==> src/rtl/freq_gate_controller.sv <==
// freq_gate_controller: input synchroniser, rising-edge detector and gate
// timing FSM for a cascaded BCD frequency counter. Produces the per-edge
// count pulse, the gate enable, a clear pulse before each gate and a latch
// strobe after each gate. Supports single-shot and continuous measurement.
module freq_gate_controller #(
    parameter int unsigned GATE_CYCLES = 1000000,
    parameter int unsigned SYNC_STAGES = 2
) (
    input  logic clk_in,
    input  logic reset_n_in,
    input  logic signal_in,
    input  logic start_in,
    input  logic continuous_in,
    output logic count_pulse_out,
    output logic count_enable_out,
    output logic counter_clear_out,
    output logic latch_out,
    output logic busy_out,
    output logic result_valid_out
);

    localparam int unsigned CNT_W = (GATE_CYCLES > 1) ? $clog2(GATE_CYCLES) : 1;
    localparam logic [CNT_W-1:0] GATE_LAST = CNT_W'(GATE_CYCLES - 1);

    typedef enum logic [2:0] {
        ST_IDLE,
        ST_CLEAR,
        ST_GATE,
        ST_SETTLE,
        ST_LATCH
    } state_t;

    state_t                 state;
    state_t                 state_nxt;
    logic [CNT_W-1:0]       gate_cnt;
    logic [SYNC_STAGES-1:0] sync_q;
    logic                   prev_q;
    logic                   rise;
    logic                   valid_q;

    // Synchronise signal_in and keep one cycle of history for edge detection
    always_ff @(posedge clk_in or negedge reset_n_in) begin
        if (!reset_n_in) begin
            sync_q <= '0;
            prev_q <= 1'b0;
        end else begin
            sync_q <= {sync_q[SYNC_STAGES-2:0], signal_in};
            prev_q <= sync_q[SYNC_STAGES-1];
        end
    end

    // prev tracks the synchronised level at all times, so a level held high
    // while idle never turns into a late edge when the gate opens.
    assign rise = sync_q[SYNC_STAGES-1] & ~prev_q;

    // State register
    always_ff @(posedge clk_in or negedge reset_n_in) begin
        if (!reset_n_in) begin
            state <= ST_IDLE;
        end else begin
            state <= state_nxt;
        end
    end

    // Gate length counter: cleared in CLEAR, counts through GATE, saturates
    always_ff @(posedge clk_in or negedge reset_n_in) begin
        if (!reset_n_in) begin
            gate_cnt <= '0;
        end else if (state == ST_CLEAR) begin
            gate_cnt <= '0;
        end else if (state == ST_GATE && gate_cnt != GATE_LAST) begin
            gate_cnt <= gate_cnt + CNT_W'(1);
        end
    end

    // Sticky result-valid flag, set by the first completed latch
    always_ff @(posedge clk_in or negedge reset_n_in) begin
        if (!reset_n_in) begin
            valid_q <= 1'b0;
        end else if (state == ST_LATCH) begin
            valid_q <= 1'b1;
        end
    end

    // Next-state logic
    always_comb begin
        state_nxt = state;
        unique case (state)
            ST_IDLE: begin
                if (start_in || continuous_in) begin
                    state_nxt = ST_CLEAR;
                end
            end
            ST_CLEAR: begin
                state_nxt = ST_GATE;
            end
            ST_GATE: begin
                if (gate_cnt == GATE_LAST) begin
                    state_nxt = ST_SETTLE;
                end
            end
            ST_SETTLE: begin
                state_nxt = ST_LATCH;
            end
            ST_LATCH: begin
                state_nxt = continuous_in ? ST_CLEAR : ST_IDLE;
            end
            default: begin
                state_nxt = ST_IDLE;
            end
        endcase
    end

    // Outputs decoded from registered state only (glitch-free strobes)
    always_comb begin
        count_pulse_out   = 1'b0;
        count_enable_out  = 1'b0;
        counter_clear_out = 1'b0;
        latch_out         = 1'b0;
        busy_out          = (state != ST_IDLE);
        result_valid_out  = valid_q;
        unique case (state)
            ST_CLEAR: counter_clear_out = 1'b1;
            ST_GATE: begin
                count_enable_out = 1'b1;
                count_pulse_out  = rise;
            end
            ST_LATCH: begin
                latch_out        = 1'b1;
                result_valid_out = 1'b1;
            end
            default: ;
        endcase
    end

endmodule
==> config.mk <==
export PLATFORM = sky130hd
export DESIGN_NAME = freq_gate_controller
export DESIGN_NICKNAME = d
export VERILOG_FILES = /design/src/rtl/freq_gate_controller.sv
export SDC_FILE = /design/constraint.sdc
export NUM_CORES = 1
export LEC_CHECK = 0
export CORE_MARGIN = 5
export CORE_UTILIZATION = 35
export CTS_CLUSTER_SIZE = 28
export DETAILED_ROUTE_END_ITERATION = 10
export GPL_TIMING_DRIVEN = 1
export SLEW_MARGIN = 10
export SYNTH_ARGS = -nofsm -noshare
export SYNTH_HDL_FRONTEND = slang
export SYNTH_SLANG_ARGS = --single-unit
==> constraint.sdc <==
create_clock -name clk_in -period 2.1 [get_ports clk_in]
set_input_delay 0.42 -clock clk_in [delete_from_list [all_inputs] [get_ports clk_in]]
set_output_delay 0.42 -clock clk_in [all_outputs]
set_load 0.02 [all_outputs]
==> out/results.ini <==
[pwr]
leakagePower_nw = 0.696
powerDensity_nw_per_um2 = 518
ir_drop_mv = 0.384

[cells_and_area]
n_fill_cell = 386
layout_common_cells = dfrtp_1 (27), nand2_1 (12), buf_4 (12), o21ai_0 (7), mux2i_1 (6)
area_delta_synth_final_pct = 19.0
final_common_cell = dfrtp_1
utilization_pct = 43.6
multi_input_area_sq_um = 648
final_nets = 154
fin_cells = 195
final-seq-area_sq_um = 676
layout-drive-gt1-share_pct = 25.2
antenna_cells = 0

[route]
vias_per_cell = 5.40
firstDrtPassIters = 4
final_antenna_net_count = 0
drt_iter0_drc = 86
num_vias = 1053
drt_wl_total_mm = 2.82
post_drt_wl_per_cell_microns = 14.5
drc = 0

[worst_hold_path]
holdPathStages = 0
hold_class = flip-flop to flip-flop
holdPathEnd = sync_q[1]
hold_start = sync_q[0]

[place]
hpwl_mm = 2.03
post-place-ws_ns = 0.0721
place_congestion = 0.731
placedCellCount = 190
io_buffers = 10

[yosys]
synthArstFlopShare_pct = 100
synth_top_area_share_pct = 49.2
synth_fp_nets = 131
ys.warnings.count = 0
syn_area_sq_um = 1370
synth_seq_area_share_pct = 49.2
synth_area_leaders = dfrtp_1 (49%), mux2i_1 (4.4%), nand2_1 (3.3%), nand4_4 (3.1%), o31ai_1 (2.7%)
synthCells = 125
synth_flop_cell = dfrtp_1
yosysTopAreaCell = dfrtp_1
syn_area_per_cell_sq_um = 11.0
ys_seq_elements = 27
ys_types = 45
synth-edff-count = 0

[critical_path]
endpoint_kind = output pin
cp.required_ns = 1.68
path_max_fanout = 5
timing.reg2reg.worst_path_depth = 7
crit_type = flip-flop to output pin
arrival_ns = 1.61
r2r_end = gate_cnt[15]
r2r_slack_ns = 0.14
startpoint_type = flip-flop
reg2reg_from = state[0]

[die]
start_util_pct = 36.7
coreArea_sq_um = 3740
ios = 11
die_y_microns = 72.6
row_count = 22
die_width_microns = 72.6
fp.dieArea_sq_um = 5270

[timing]
setup_slack_ns = 0.0737
fmax_ghz = 0.494
rsz0062_at_grt = false
fin_skew_ns = 0.00401
worst_pin_slew_ns = 0.368
finalMaxSlewViolations = 0
period_share_pct = 96.5
setup_violations = 0
hold_viol = 0
setup_tns_ns = 0
slew-limit-headroom_pct = 75.3
period_needed_ns = 2.03

[clock_network]
tritoncts = yes
clk_latency_ns = 0.28
cts-hold-fix-buffers = 0
cts_root_buf = clkbuf_8
cts.sinks = 27
cts-buffers-inserted = 3
h-tree-depth = 1
cts.clk_slew.worst_paths_ns = 0.09
clock_path_buffers = 2

[global_routing]
grt-ovfl-total = 0
grt_max_degree = 17
grt_pass1_vias = 1064
antenna_found_initial = 0
gr-usage-all-layers_pct = 12.2
grt_pass1_wl_mm = 5.02

[job]
drv_cap = 0

[outcome]
status = complete, no violations

-- cell type report --
cell class / instances / area share [%]
inverters: 5 / 1.61
clock buffers: 3 / 2.53
repair buffers: 22 / 10.8
flip-flops and latches: 27 / 41.4
clock inverters: 1 / 0.307
well taps: 48 / 3.68
multi-input cells: 89 / 39.7
-- worst max-delay path, stage by stage, from the launching register on --
cell             delay, ns
dfrtp_1               0.41
or3b_2                0.49
inv_1                 0.12
clkdlybuf4s15_1       0.31
-- stage by stage --
stage	cell area, sq um	hold WS [ns]	total power, W
after floorplan	1370	0.124	0.000536
after global placement	1580	0.335	0.000559
after detailed placement	1580	0.336	0.000559
after CTS	1620	0.360	0.000862
after global routing	1630	0.373	0.000890
final	1630	0.355	0.000846
-- repair_timing --
action / 4_1_cts / 5_1_grt
endpoints found under the setup margin: 6 / 6
pin swaps: 0 / 0
buffers inserted: 0 / 1
endpoints found under the hold margin: 0 / 0
gates resized for setup: 6 / 8
-- sequential cells by signal, indices dropped and copies added, names as in the netlist --
signal / count
prev_q: 1
sync_q: 2
state: 3
valid_q: 1
gate_cnt: 20
-- power breakdown --
group	switching, W	internal (W)	total (W)
sequential	0.000000825	0.000522	0.000523
combinational	0.0000132	0.0000105	0.0000238
clock	0.000166	0.000133	0.000299
-- routing by layer --
metal	part of all wire (%)	GRT usage (%)
met1	47	15.5
met2	50	20.2
met3	2.2	3.31
met4	1.1	3.69
met5	0	0
-- cell usage after synthesis, types with 3 or more instances --
cell type and count:
dfrtp_1 27, or3_1 3, o31ai_1 5, or4_1 3, nand2_1 12, o21ai_0 7, nand4_1 4, inv_1 4
a21oi_1 5, a31oi_1 3, nand3_1 5, o211ai_1 3, mux2i_1 6
-- kinds of logic after synthesis --
kind of cell	after synthesis	synth area share, %
fa+ha+maj	1	0.911
simple gates	53	27.2
xor+xnor	1	0.638
flops	27	49.2
compound gates	28	13.3
buf+inv	9	4.38
mux	6	4.38
-- worst max path at each step --
stage          depth (start not counted)                 to     start  slack, ns
6_report                               3  counter_clear_out  state[1]       0.07
5_1_grt                                7       gate_cnt[15]  state[1]      0.003
4_1_cts                                3  counter_clear_out  state[1]       0.03
3_5_place_dp                           3    count_pulse_out  state[2]       0.07
3_3_place_gp                           3  counter_clear_out  state[1]       0.08
2_1_floorplan                          3    count_pulse_out  state[0]       0.23
No activity file was read; power rests on OpenSTA's default activity.
